==> src/rtl/max_pool_stage.sv <==
// 2x2 stride-2 max-pooling over raster-ordered feature maps, one pixel per cycle.
// Optional POOL_RELU_EN: clamp negative pooled results to zero before registering.
module max_pool_stage #(
  parameter int unsigned BitSize     = 32,
  parameter int unsigned ImageWidth  = 4,
  parameter int unsigned NumberOfK   = 4,
  localparam int unsigned KernelWidth = (NumberOfK > 1) ? $clog2(NumberOfK) : 1
) (
  input  logic                   clk,
  input  logic                   res_n,
  input  logic [BitSize-1:0]     in_data,
  input  logic                   in_valid,
  output logic [BitSize-1:0]     out_data,
  output logic                   out_valid,
  output logic [KernelWidth-1:0] out_kernel,
  output logic                   pooling_done,
  output logic                   all_done
);

  localparam int unsigned Half     = ImageWidth / 2;
  localparam int unsigned CntWidth = (ImageWidth > 2) ? $clog2(ImageWidth) : 1;
  localparam int unsigned IdxWidth = (Half > 1) ? $clog2(Half) : 1;
  localparam logic [CntWidth-1:0]    LastPos = CntWidth'(ImageWidth - 1);
  localparam logic [KernelWidth-1:0] LastMap = KernelWidth'(NumberOfK - 1);

  if (((ImageWidth % 2) != 0) || (ImageWidth < 2)) begin : gen_bad_width
    $error("max_pool_stage: ImageWidth must be even and >= 2");
  end
  if (NumberOfK < 1) begin : gen_bad_k
    $error("max_pool_stage: NumberOfK must be >= 1");
  end

  typedef enum logic [1:0] {StEven, StOdd, StDone} state_e;

  state_e                 state_q;
  logic [CntWidth-1:0]    col_q;
  logic [CntWidth-1:0]    row_q;
  logic [KernelWidth-1:0] map_q;
  logic [BitSize-1:0]     hold_q;
  logic [BitSize-1:0]     linebuf_q [Half];

  function automatic logic [BitSize-1:0] smax(input logic [BitSize-1:0] a,
                                               input logic [BitSize-1:0] b);
    return ($signed(a) >= $signed(b)) ? a : b;
  endfunction

  logic                accept;
  logic                end_row;
  logic                last_row;
  logic [IdxWidth-1:0] pair_idx;
  logic [BitSize-1:0]  pair_max;
  logic [BitSize-1:0]  pool_max;
  logic [BitSize-1:0]  result;

  // Pixels arriving while the done pulse is issued are dropped, keeping alignment intact.
  assign accept   = in_valid && (state_q != StDone);
  assign end_row  = (col_q == LastPos);
  assign last_row = (row_q == LastPos);
  assign pair_idx = IdxWidth'(col_q >> 1);
  assign pair_max = smax(hold_q, in_data);
  assign pool_max = smax(pair_max, linebuf_q[pair_idx]);

`ifdef POOL_RELU_EN
  assign result = pool_max[BitSize-1] ? '0 : pool_max;
`else
  assign result = pool_max;
`endif

  always_ff @(posedge clk or negedge res_n) begin
    if (!res_n) begin
      state_q      <= StEven;
      col_q        <= '0;
      row_q        <= '0;
      map_q        <= '0;
      hold_q       <= '0;
      out_data     <= '0;
      out_valid    <= 1'b0;
      out_kernel   <= '0;
      pooling_done <= 1'b0;
      all_done     <= 1'b0;
      for (int i = 0; i < int'(Half); i++) begin
        linebuf_q[i] <= '0;
      end
    end else begin
      out_valid    <= 1'b0;
      pooling_done <= 1'b0;
      all_done     <= 1'b0;
      unique case (state_q)
        StEven, StOdd: begin
          if (accept) begin
            if (!col_q[0]) begin
              hold_q <= in_data;
            end else if (state_q == StEven) begin
              linebuf_q[pair_idx] <= pair_max;
            end else begin
              out_data   <= result;
              out_valid  <= 1'b1;
              out_kernel <= map_q;
            end
            if (end_row) begin
              col_q <= '0;
              row_q <= last_row ? '0 : row_q + CntWidth'(1);
              if (state_q == StEven) begin
                state_q <= StOdd;
              end else begin
                state_q <= last_row ? StDone : StEven;
              end
            end else begin
              col_q <= col_q + CntWidth'(1);
            end
          end
        end
        StDone: begin
          pooling_done <= 1'b1;
          all_done     <= (map_q == LastMap);
          map_q        <= (map_q == LastMap) ? '0 : map_q + KernelWidth'(1);
          state_q      <= StEven;
        end
        default: state_q <= StEven;
      endcase
    end
  end

endmodule

==> config.mk <==
export PLATFORM = sky130hd
export DESIGN_NAME = max_pool_stage
export DESIGN_NICKNAME = d
export VERILOG_FILES = /design/src/rtl/max_pool_stage.sv
export SDC_FILE = /design/constraint.sdc
export NUM_CORES = 1
export LEC_CHECK = 0
export CAP_MARGIN = 10
export CORE_MARGIN = 2
export CORE_UTILIZATION = 36
export CTS_CLUSTER_DIAMETER = 40
export CTS_CLUSTER_SIZE = 8
export DETAILED_ROUTE_END_ITERATION = 10
export GPL_ROUTABILITY_DRIVEN = 1
export GPL_TIMING_DRIVEN = 1
export PLACE_DENSITY = 0.52
export SETUP_SLACK_MARGIN = 0.15
export SKIP_CTS_REPAIR_TIMING = 1
export SLEW_MARGIN = 15
export SYNTH_ARGS = -nofsm -noshare
export SYNTH_HDL_FRONTEND = slang
export SYNTH_SLANG_ARGS = --single-unit
==> constraint.sdc <==
create_clock -name clk -period 5.1 [get_ports clk]
set_clock_uncertainty 0.1 [all_clocks]
set_input_delay 1.02 -clock clk [delete_from_list [all_inputs] [get_ports clk]]
set_output_delay 1.02 -clock clk [all_outputs]
set_load 0.01 [all_outputs]
==> impl_metrics.json <==
{
  "hold_viol": 0,
  "grt_antenna_before_repair": 0,
  "die_area_sq_um": 22500,
  "drv_slew": 0,
  "port_buffers": 71,
  "synth_seq_cells": 141,
  "layout.nets": 1090,
  "syn_area_sq_um": 7660,
  "die_y_um": 150,
  "root_buffer": "clkbuf_16",
  "multi_input_area_sq_um": 4490,
  "firstDrtPassIters": 4,
  "clkTransAtPathRegs_ns": 0.06,
  "clock.fmax_mhz": 201,
  "vdd_drop_max_uv": 403,
  "end_kind": "flop",
  "yosys_warnings": 0,
  "yosys-top-cells-count": "dfrtp_1 (141), nand2_1 (93), o21ai_0 (72), nor2_1 (71), ha_1 (67)",
  "synth.avg_cell_area_sq_um": 9.53,
  "cts.sinks": 141,
  "n_fill_cell": 1930,
  "maxCapViolCount": 0,
  "tns_ns": 0,
  "reg2reg_depth": 20,
  "syn_nets": 906,
  "dp_slack_ns": -0.869,
  "powerDensity_nw_per_um2": 742,
  "startpoint_type": "input pin",
  "slew_headroom_pct": 44.1,
  "ff2ff_setup_slack_ns": 0.32,
  "antenna-diode-count": 0,
  "rr_endpoint": "out_data[11]$_DFFE_PN0P_",
  "power_mw": 8.26,
  "ios": 72,
  "worst_pin_slew_ns": 0.839,
  "leakagePower_nw": 5.18,
  "fin_ws_ns": 0.113,
  "synth_top_flop_cell": "dfrtp_1",
  "row_count": 53,
  "grt_pass1_wl_um": 32900,
  "coreArea_sq_um": 21000,
  "netlist_instances": 804,
  "cp_data_required_time_ns": 5.34,
  "stdcell_count": 1276,
  "gp_congestion": 0.800,
  "arrival_ns": 5.23,
  "hold_class": "reg2reg",
  "drt_iter0_drc": 288,
  "hold_start": "linebuf_q[13]$_DFFE_PN0P_",
  "vias": 6324,
  "ant_nets": 0,
  "yosysMostFrequentCell": "dfrtp_1",
  "dp.final_hpwl_um": 14300,
  "fin_crit_sh_pct": 97.8,
  "timing.rr.start": "hold_q[11]$_DFFE_PN0P_",
  "wire_per_inst_um": 16.8,
  "utilization_pct": 53.1,
  "via_per_inst": 4.96,
  "ys_top_cells_by_area": "dfrtp_1 (46%), ha_1 (11%), mux2i_1 (8.2%)",
  "synth-seq-area-share_pct": 46.0,
  "die_w_um": 150,
  "grt_max_degree": 84,
  "setup-violations-final": 0,
  "regArea_sq_um": 3530,
  "cp_max_fo": 8,
  "hold_depth": 2,
  "first_global_vias": 5971,
  "place_inst": 1222,
  "async_flop_share_pct": 100,
  "worst-setup-path-type": "in2reg",
  "period_needed_ns": 4.99,
  "gr-total-overflow": 0,
  "insertion_delay_ns": 0.42,
  "yosysUniqueCellTypes": 37,
  "cts_buffers": 17,
  "route.detailed.drc": 0,
  "status": "complete, no violations",
  "grt_util_all_layers_pct": 19.0,
  "areaGrowthSynthToFinish_pct": 45.2,
  "drive_gt1_share_pct": 33.3,
  "synth_area_leader_cell": "dfrtp_1",
  "synth_edf_count": 0,
  "min_to": "linebuf_q[13]$_DFFE_PN0P_",
  "cts_max_level": 4,
  "synth_top_area_share_pct": 46.0,
  "clk_path_buf_depth": 2,
  "rsz0062_at_grt": "yes",
  "start_util_pct": 36.6,
  "wirelength_um": 21500,
  "cts_tree": "built"
}
-- worst max-delay path: stages --
cell and delay, ns:
dlymetal6s2s_1 0.14, inv_2 0.08, ha_4 0.20, a21oi_2 0.16
o21ai_2 0.07, a221oi_2 0.32, nand4_1 0.21, o21bai_4 0.23
buf_12 0.17, buf_12 0.15, mux2i_1 0.21, buf_4 0.17
inv_4 0.04, ha_4 0.15, a21oi_2 0.14, o21ai_1 0.09
a221o_1 0.35, o31a_1 0.31, o31a_1 0.38, a21o_4 0.31
clkbuf_16 0.19, o21ai_4 0.13
-- metal layers --
| metal | GRT usage, % | part of all wire [%] |
|---|---|---|
| met2 | 29.1 | 47 |
| met1 | 27.9 | 48 |
| met3 | 3.60 | 3.8 |
| met4 | 4.39 | 1.2 |
| met5 | 0 | 0 |
-- area by class of cell --
class | instances | area share (%)
repair buffers | 207 | 17.3
clock inverters | 11 | 1.06
flip-flops and latches | 141 | 31.7
inverters | 67 | 2.46
clock buffers | 21 | 4.14
well taps | 275 | 3.09
multi-input cells | 554 | 40.3
-- cells in the final DEF (no fill, tap or decap), types with 5 or more instances in the layout --
cell,instances
o21ai_0,64
a21oi_2,11
clkdlybuf4s50_1,38
a32oi_2,8
nand3_1,6
nand2_1,91
nor2_1,71
buf_6,17
ha_4,29
mux2i_4,11
clkinvlp_4,5
clkbuf_2,5
a21o_1,5
a21oi_1,47
inv_1,37
ha_1,38
inv_4,9
a32oi_1,23
dfrtp_1,140
dlymetal6s2s_1,10
nand4_1,13
buf_12,9
clkbuf_16,20
o21ai_1,15
mux2i_1,48
buf_4,123
inv_2,20
o21ai_2,27
-- logic make-up after synthesis --
logic type,synth area share [%]
multiplexers,8.81
AO/OA/AOI/OAI,17.0
flip-flops,46.0
buffers and inverters,6.04
adder cells (fa/ha/maj),10.9
XOR/XNOR,0.114
AND/OR/NAND/NOR,11.1
-- power by group --
group,switching (mW),internal (mW)
combinational,2.47,2.51
clock,0.488,0.742
sequential,0.434,1.61
total,3.40,4.86
-- worst max path at each step --
stage,to,slack (ns),depth (start not counted),startpoint
2_1_floorplan,out_data[0]$_DFFE_PN0P_,0.15,20,in_data[5]
3_3_place_gp,out_data[5]$_DFFE_PN0P_,-0.85,21,in_data[7]
3_5_place_dp,out_data[1]$_DFFE_PN0P_,-0.87,21,in_data[25]
4_1_cts,out_data[1]$_DFFE_PN0P_,-0.44,21,in_data[25]
5_1_grt,out_data[29]$_DFFE_PN0P_,-0.04,23,in_data[21]
6_report,out_data[11]$_DFFE_PN0P_,0.11,22,in_data[21]
-- registers in the layout, indices dropped and copies added (netlist names) --
| name | count |
|---|---|
| linebuf_q | 64 |
| hold_q | 32 |
| out_data | 32 |
| col_q | 2 |
| map_q | 2 |
| out_kernel | 2 |
| row_q | 2 |
| state_q | 2 |
| all_done | 1 |
| out_valid | 1 |
| pooling_done | 1 |
-- metrics by stage --
step | cell area (sq um) | hold slack [ns]
3_5_place_dp | 9570 | 0.370
6_report | 11100 | 0.380
4_1_cts | 10100 | 0.383
5_1_grt | 11100 | 0.403
2_1_floorplan | 7790 | 0.331
3_3_place_gp | 9570 | 0.361
(Power assumes the default switching activity.)
